File: config.mk
export PLATFORM = sky130hd
export DESIGN_NAME = pic_ack_initiator
export DESIGN_NICKNAME = d
export VERILOG_FILES = /design/src/rtl/pic_ack_initiator.sv
export SDC_FILE = /design/constraint.sdc
export NUM_CORES = 1
export LEC_CHECK = 0
export CAP_MARGIN = 15
export CORE_ASPECT_RATIO = 0.9
export CORE_MARGIN = 2
export CORE_UTILIZATION = 49
export CTS_CLUSTER_SIZE = 8
export DETAILED_ROUTE_END_ITERATION = 16
export HOLD_SLACK_MARGIN = 0.03
export PLACE_DENSITY = 0.79
export SYNTH_ARGS = -nofsm -noshare
export SYNTH_HDL_FRONTEND = slang
export SYNTH_SLANG_ARGS = --single-unit
File: constraint.sdc
create_clock -name clock -period 2.15 [get_ports clock]
set_input_delay 0.43 -clock clock [delete_from_list [all_inputs] [get_ports clock]]
set_output_delay 0.43 -clock clock [all_outputs]
set_load 0.01 [all_outputs]
File: src/rtl/pic_ack_initiator.sv
// pic_ack_initiator
//   CPU-side initiator of the 8259A interrupt-acknowledge protocol. It watches
//   the PIC INT line and generates INTA_n pulses with exact timing: two pulses
//   in 8086 mode and three in MCS-80 mode. On each pulse it samples the PIC
//   data bus, then presents the vector or CALL address on a valid/ready
//   handshake.
//
// Ports
//   clock                   system clock, rising-edge active
//   reset                   asynchronous active-high reset
//   interrupt_to_cpu        INT from the PIC (asynchronous, synchronised here)
//   enable                  permits a new acknowledge sequence to start
//   u8086_mode              1 = 8086 (2 pulses), 0 = MCS-80 (3 pulses)
//   data_bus_in             PIC data bus, sampled on the last low clock of a pulse
//   interrupt_acknowledge_n INTA_n to the PIC, active low
//   busy                    acknowledge sequence in progress
//   result_valid            result registers hold a completed sequence
//   result_ready            consumer accepts the result
//   result_8086             mode that produced the held result
//   vector_out              8086 vector byte (second pulse)
//   call_opcode             MCS-80 first byte (normally 8'hCD)
//   call_address            MCS-80 address {third byte, second byte}
module pic_ack_initiator #(
  parameter int INTA_LOW_CYCLES  = 4,
  parameter int INTA_HIGH_CYCLES = 2
) (
  input  logic        clock,
  input  logic        reset,
  input  logic        interrupt_to_cpu,
  input  logic        enable,
  input  logic        u8086_mode,
  input  logic [7:0]  data_bus_in,
  output logic        interrupt_acknowledge_n,
  output logic        busy,
  output logic        result_valid,
  input  logic        result_ready,
  output logic        result_8086,
  output logic [7:0]  vector_out,
  output logic [7:0]  call_opcode,
  output logic [15:0] call_address
);

  typedef enum logic [1:0] {
    IDLE     = 2'd0,
    ACK_LOW  = 2'd1,
    ACK_HIGH = 2'd2,
    DONE     = 2'd3
  } state_t;

  // Phase timers count from zero, so the terminal value is length minus one.
  localparam logic [3:0] LOW_LAST  = 4'(INTA_LOW_CYCLES - 1);
  localparam logic [3:0] HIGH_LAST = 4'(INTA_HIGH_CYCLES - 1);

  state_t     state_r;
  logic       int_meta_r;
  logic       int_sync_r;
  logic       mode_l_r;
  logic [1:0] pulse_cnt_r;
  logic [3:0] timer_r;
  logic       last_pulse_s;

  // Two-flop synchroniser for the asynchronous INT line.
  always_ff @(posedge clock or posedge reset) begin
    if (reset) begin
      int_meta_r <= 1'b0;
      int_sync_r <= 1'b0;
    end else begin
      int_meta_r <= interrupt_to_cpu;
      int_sync_r <= int_meta_r;
    end
  end

  // Final pulse of the sequence depends on the mode latched at its start.
  always_comb begin
    last_pulse_s = 1'b0;
    if (mode_l_r) begin
      last_pulse_s = (pulse_cnt_r == 2'd1);
    end else begin
      last_pulse_s = (pulse_cnt_r == 2'd2);
    end
  end

  // Acknowledge sequencer: pulse timing, byte capture and result handshake.
  always_ff @(posedge clock or posedge reset) begin
    if (reset) begin
      state_r                 <= IDLE;
      interrupt_acknowledge_n <= 1'b1;
      busy                    <= 1'b0;
      result_valid            <= 1'b0;
      result_8086             <= 1'b0;
      vector_out              <= 8'h00;
      call_opcode             <= 8'h00;
      call_address            <= 16'h0000;
      mode_l_r                <= 1'b0;
      pulse_cnt_r             <= 2'd0;
      timer_r                 <= 4'd0;
    end else begin
      case (state_r)
        IDLE: begin
          // result_valid is checked explicitly so an unconsumed result can
          // never be overwritten, even if the state encoding is disturbed.
          if (int_sync_r && enable && !result_valid) begin
            state_r                 <= ACK_LOW;
            interrupt_acknowledge_n <= 1'b0;
            busy                    <= 1'b1;
            pulse_cnt_r             <= 2'd0;
            timer_r                 <= 4'd0;
            mode_l_r                <= u8086_mode;
          end else begin
            state_r <= IDLE;
          end
        end

        ACK_LOW: begin
          if (timer_r == LOW_LAST) begin
            // Data is taken on the edge that closes the low phase, when the
            // PIC has had the whole pulse to drive the bus.
            case ({mode_l_r, pulse_cnt_r})
              3'b1_01: vector_out          <= data_bus_in;
              3'b0_00: call_opcode         <= data_bus_in;
              3'b0_01: call_address[7:0]   <= data_bus_in;
              3'b0_10: call_address[15:8]  <= data_bus_in;
              default: vector_out          <= vector_out;
            endcase
            interrupt_acknowledge_n <= 1'b1;
            timer_r                 <= 4'd0;
            if (last_pulse_s) begin
              state_r      <= DONE;
              result_valid <= 1'b1;
              busy         <= 1'b0;
              result_8086  <= mode_l_r;
            end else begin
              state_r <= ACK_HIGH;
            end
          end else begin
            timer_r <= timer_r + 4'd1;
          end
        end

        ACK_HIGH: begin
          if (timer_r == HIGH_LAST) begin
            state_r                 <= ACK_LOW;
            interrupt_acknowledge_n <= 1'b0;
            pulse_cnt_r             <= pulse_cnt_r + 2'd1;
            timer_r                 <= 4'd0;
          end else begin
            timer_r <= timer_r + 4'd1;
          end
        end

        DONE: begin
          if (result_ready) begin
            result_valid <= 1'b0;
            state_r      <= IDLE;
          end else begin
            state_r <= DONE;
          end
        end

        default: begin
          // Unreachable encoding: return to a safe, idle bus state.
          state_r                 <= IDLE;
          interrupt_acknowledge_n <= 1'b1;
          busy                    <= 1'b0;
          result_valid            <= 1'b0;
          timer_r                 <= 4'd0;
          pulse_cnt_r             <= 2'd0;
        end
      endcase
    end
  end

endmodule

==> impl_metrics.json <==
{
  "status": "complete, no violations",
  "hold_viol_final": 0,
  "dieHeight_um": 67.1,
  "rsz0062_at_grt": "false",
  "portBuffers": 49,
  "die_w_um": 74.2,
  "critical_path.max_stage_delay_ns": 0.48,
  "syn_to_final_growth_pct": 30.6,
  "grt_antenna_before_repair": 0,
  "grt_pass1_wl_mm": 7.80,
  "synth_ff_type": "dfrtp_1",
  "num_antenna_cells": 0,
  "finalClockSkew_ns": 0.00537,
  "slowest_stage": "o221ai_1",
  "async_flop_share_pct": 100,
  "placeableCoreArea_sq_mm": 0.00416,
  "leakagePower_uw": 0.00124,
  "drt_wl_total_mm": 4.69,
  "nFillCells": 293,
  "netlist_top_cells_count": "dfrtp_1, mux2_2, ha_1",
  "h-tree-depth": 2,
  "seq_area_frac_synth_pct": 54.2,
  "fmax_ghz": 0.517,
  "drive_gt1_share_pct": 24.7,
  "cp.required_ns": 2.35,
  "max_slew_margin_pct": 63.3,
  "cts_tree": "built",
  "drtIter0Drc": 162,
  "rows": 22,
  "hold_class": "reg2reg",
  "clkSlewWorstSetupHoldPaths_ns": 0.09,
  "vias": 1491,
  "io_pins": 50,
  "cp.arrival_ns": 2.13,
  "synth.distinct_cells": 39,
  "critical_path.top_delay_family": "compound AO/OA/AOI/OAI gates",
  "route.detailed.drc": 0,
  "nets": 244,
  "crit_fanout": 7,
  "gp_congestion": 0.885,
  "setup_viol": 0,
  "worst_path_most_repeated_cell": "inv_1",
  "maxCapViolations": 0,
  "endpoint_kind": "flip-flop",
  "place_area_sq_mm": 0.00272,
  "antenna_left": 0,
  "post_synth_main_area_contributors": "dfrtp_1, mux2_2, ha_1, inv_1, o21ai_0",
  "crit_chain": "inv_1, ha_1, inv_1, o221ai_1, a221oi_1, a21o_1",
  "synth_seq_cells": 47,
  "clk_root_buffer_cell": "clkbuf_8",
  "yosys.area.top_type_share_pct": 53.0,
  "yosys.area.top_type": "dfrtp_1",
  "criticalPathCategory": "reg2reg",
  "syn_area_per_cell_sq_um": 13.2,
  "finalMaxSlewViolations": 0,
  "yosys_warnings": 0,
  "overflow": 0,
  "setup_tns_ns": 0,
  "hold_ws_ns": 0.364,
  "worstSkewPairLatency_ns": 0.30,
  "gr-usage-all-layers_pct": 21.0,
  "syn_inst": 164,
  "worst_slew_pin_slew_ns": 0.551,
  "clock-sinks": 47,
  "synth-edff-count": 0,
  "grt_pass1_vias": 1594,
  "ir_drop_uv": 696,
  "routedWlPerCell_um": 16.8,
  "synth_area_sq_mm": 0.00217,
  "cp-start-kind": "flip-flop",
  "fin_area_sq_mm": 0.00284,
  "fp.dieArea_sq_mm": 0.00498,
  "grt_max_degree": 22,
  "power_density_mw_per_mm2": 885,
  "clk_path_buf_depth": 2,
  "crit_buf_inv": 2,
  "syn_nets": 190,
  "drt_pre_antenna_iters": 4,
  "start_util_pct": 52.2,
  "layout_min_cycle_time_ns": 1.93,
  "routed_via_density": 5.34,
  "synth.most_common_cell": "dfrtp_1",
  "cts_inserted_buffers": 5,
  "dpl.hpwl_mm": 3.43,
  "period_share_pct": 89.9
}
[what timing repair did]
action,in CTS,in global routing
buffers inserted,0,0
hold endpoints to repair,0,0
hold buffers,0,0
gates resized for setup,0,3
endpoints found under the setup margin,0,8
[layout make-up]
type / count / area [sq um] / area share (%)
clock buffer: 5 / 68.8 / 2.43
clock inverter: 3 / 43.8 / 1.54
inverter: 10 / 37.5 / 1.32
multi-input combinational: 103 / 927 / 32.7
sequential: 47 / 1180 / 41.5
tap: 60 / 75.1 / 2.65
timing repair buffer: 51 / 505 / 17.8
[per-layer routing]
layer	GRT usage (%)	up-vias	routed length [um]
met1	28.5	749	2010
met4	5.23	0	66
met5	0	-	0
met2	33.9	44	2400
li1	-	691	-
met3	5.52	7	210
[metrics by stage]
stage                     std cells  total power [uW]  setup slack, ns  util (%)
after floorplan                 164              1570            0.355         -
after global placement          271              1810            0.184      65.4
after detailed placement        271              1850           0.0234      65.4
after CTS                       279              2510           0.0274      68.1
after global routing            279              2660           0.0576      68.2
final                           279              2510            0.218      68.2
[cell families after synthesis]
logic type               share of synthesized area, %
multiplexers                                     17.6
flip-flops                                       54.2
AO/OA/AOI/OAI                                    9.17
adder cells (fa/ha/maj)                          6.92
buffers and inverters                            3.29
AND/OR/NAND/NOR                                  8.76
[worst reg2reg max path, cell delays in order (launching register included)]
cell and delay [ns]:
dfrtp_1 0.45, inv_1 0.16, ha_1 0.33, inv_1 0.11
o221ai_1 0.48, a221oi_1 0.12, a21o_1 0.19
[layout by cell type, fill, tap and decap left out, types with 2 or more instances in the layout]
cell | netlist | routed
clkdlybuf4s50_1 | 0 | 49
dfrtp_1 | 46 | 46
mux2_2 | 34 | 34
ha_1 | 12 | 11
inv_1 | 10 | 9
o21ai_0 | 7 | 7
nor2_1 | 5 | 5
nand2_1 | 5 | 5
clkbuf_8 | 0 | 5
a21oi_1 | 4 | 4
nand3_1 | 4 | 4
nor2b_1 | 3 | 3
nand2_2 | 2 | 2
o22ai_1 | 2 | 2
a32o_1 | 2 | 2
o2bb2ai_1 | 2 | 2
buf_4 | 2 | 2
[power breakdown]
group | internal [uW] | switching [uW] | leakage [uW]
logic | 357 | 396 | 0.000581
clock network | 346 | 308 | 0.0000581
registers | 993 | 110 | 0.000596
total | 1700 | 814 | 0.00124
[flip-flops by register name, indices dropped and copies added, names as in the netlist]
| register | flops |
|---|---|
| result_8086 | 1 |
| call_opcode | 8 |
| vector_out | 8 |
| mode_l_r | 1 |
| pulse_cnt_r | 2 |
| state_r | 2 |
| timer_r | 4 |
| int_sync_r | 1 |
| int_meta_r | 1 |
| busy | 1 |
| call_address | 16 |
| interrupt_acknowledge_n | 1 |
| result_valid | 1 |
[final timing paths]
path	start	to	slack, ns	depth (start not counted)
setup reg to reg	state_r[0]	state_r[0]	0.22	6
max in group asynchronous	reset	vector_out[7]	1.17	3
setup / recovery	state_r[0]	state_r[0]	0.22	6
min in group asynchronous	reset	call_opcode[0]	0.39	2
hold reg to reg	int_meta_r	int_sync_r	0.36	0
hold / removal	int_meta_r	int_sync_r	0.36	0
No activity file was read; power rests on OpenSTA's default activity.
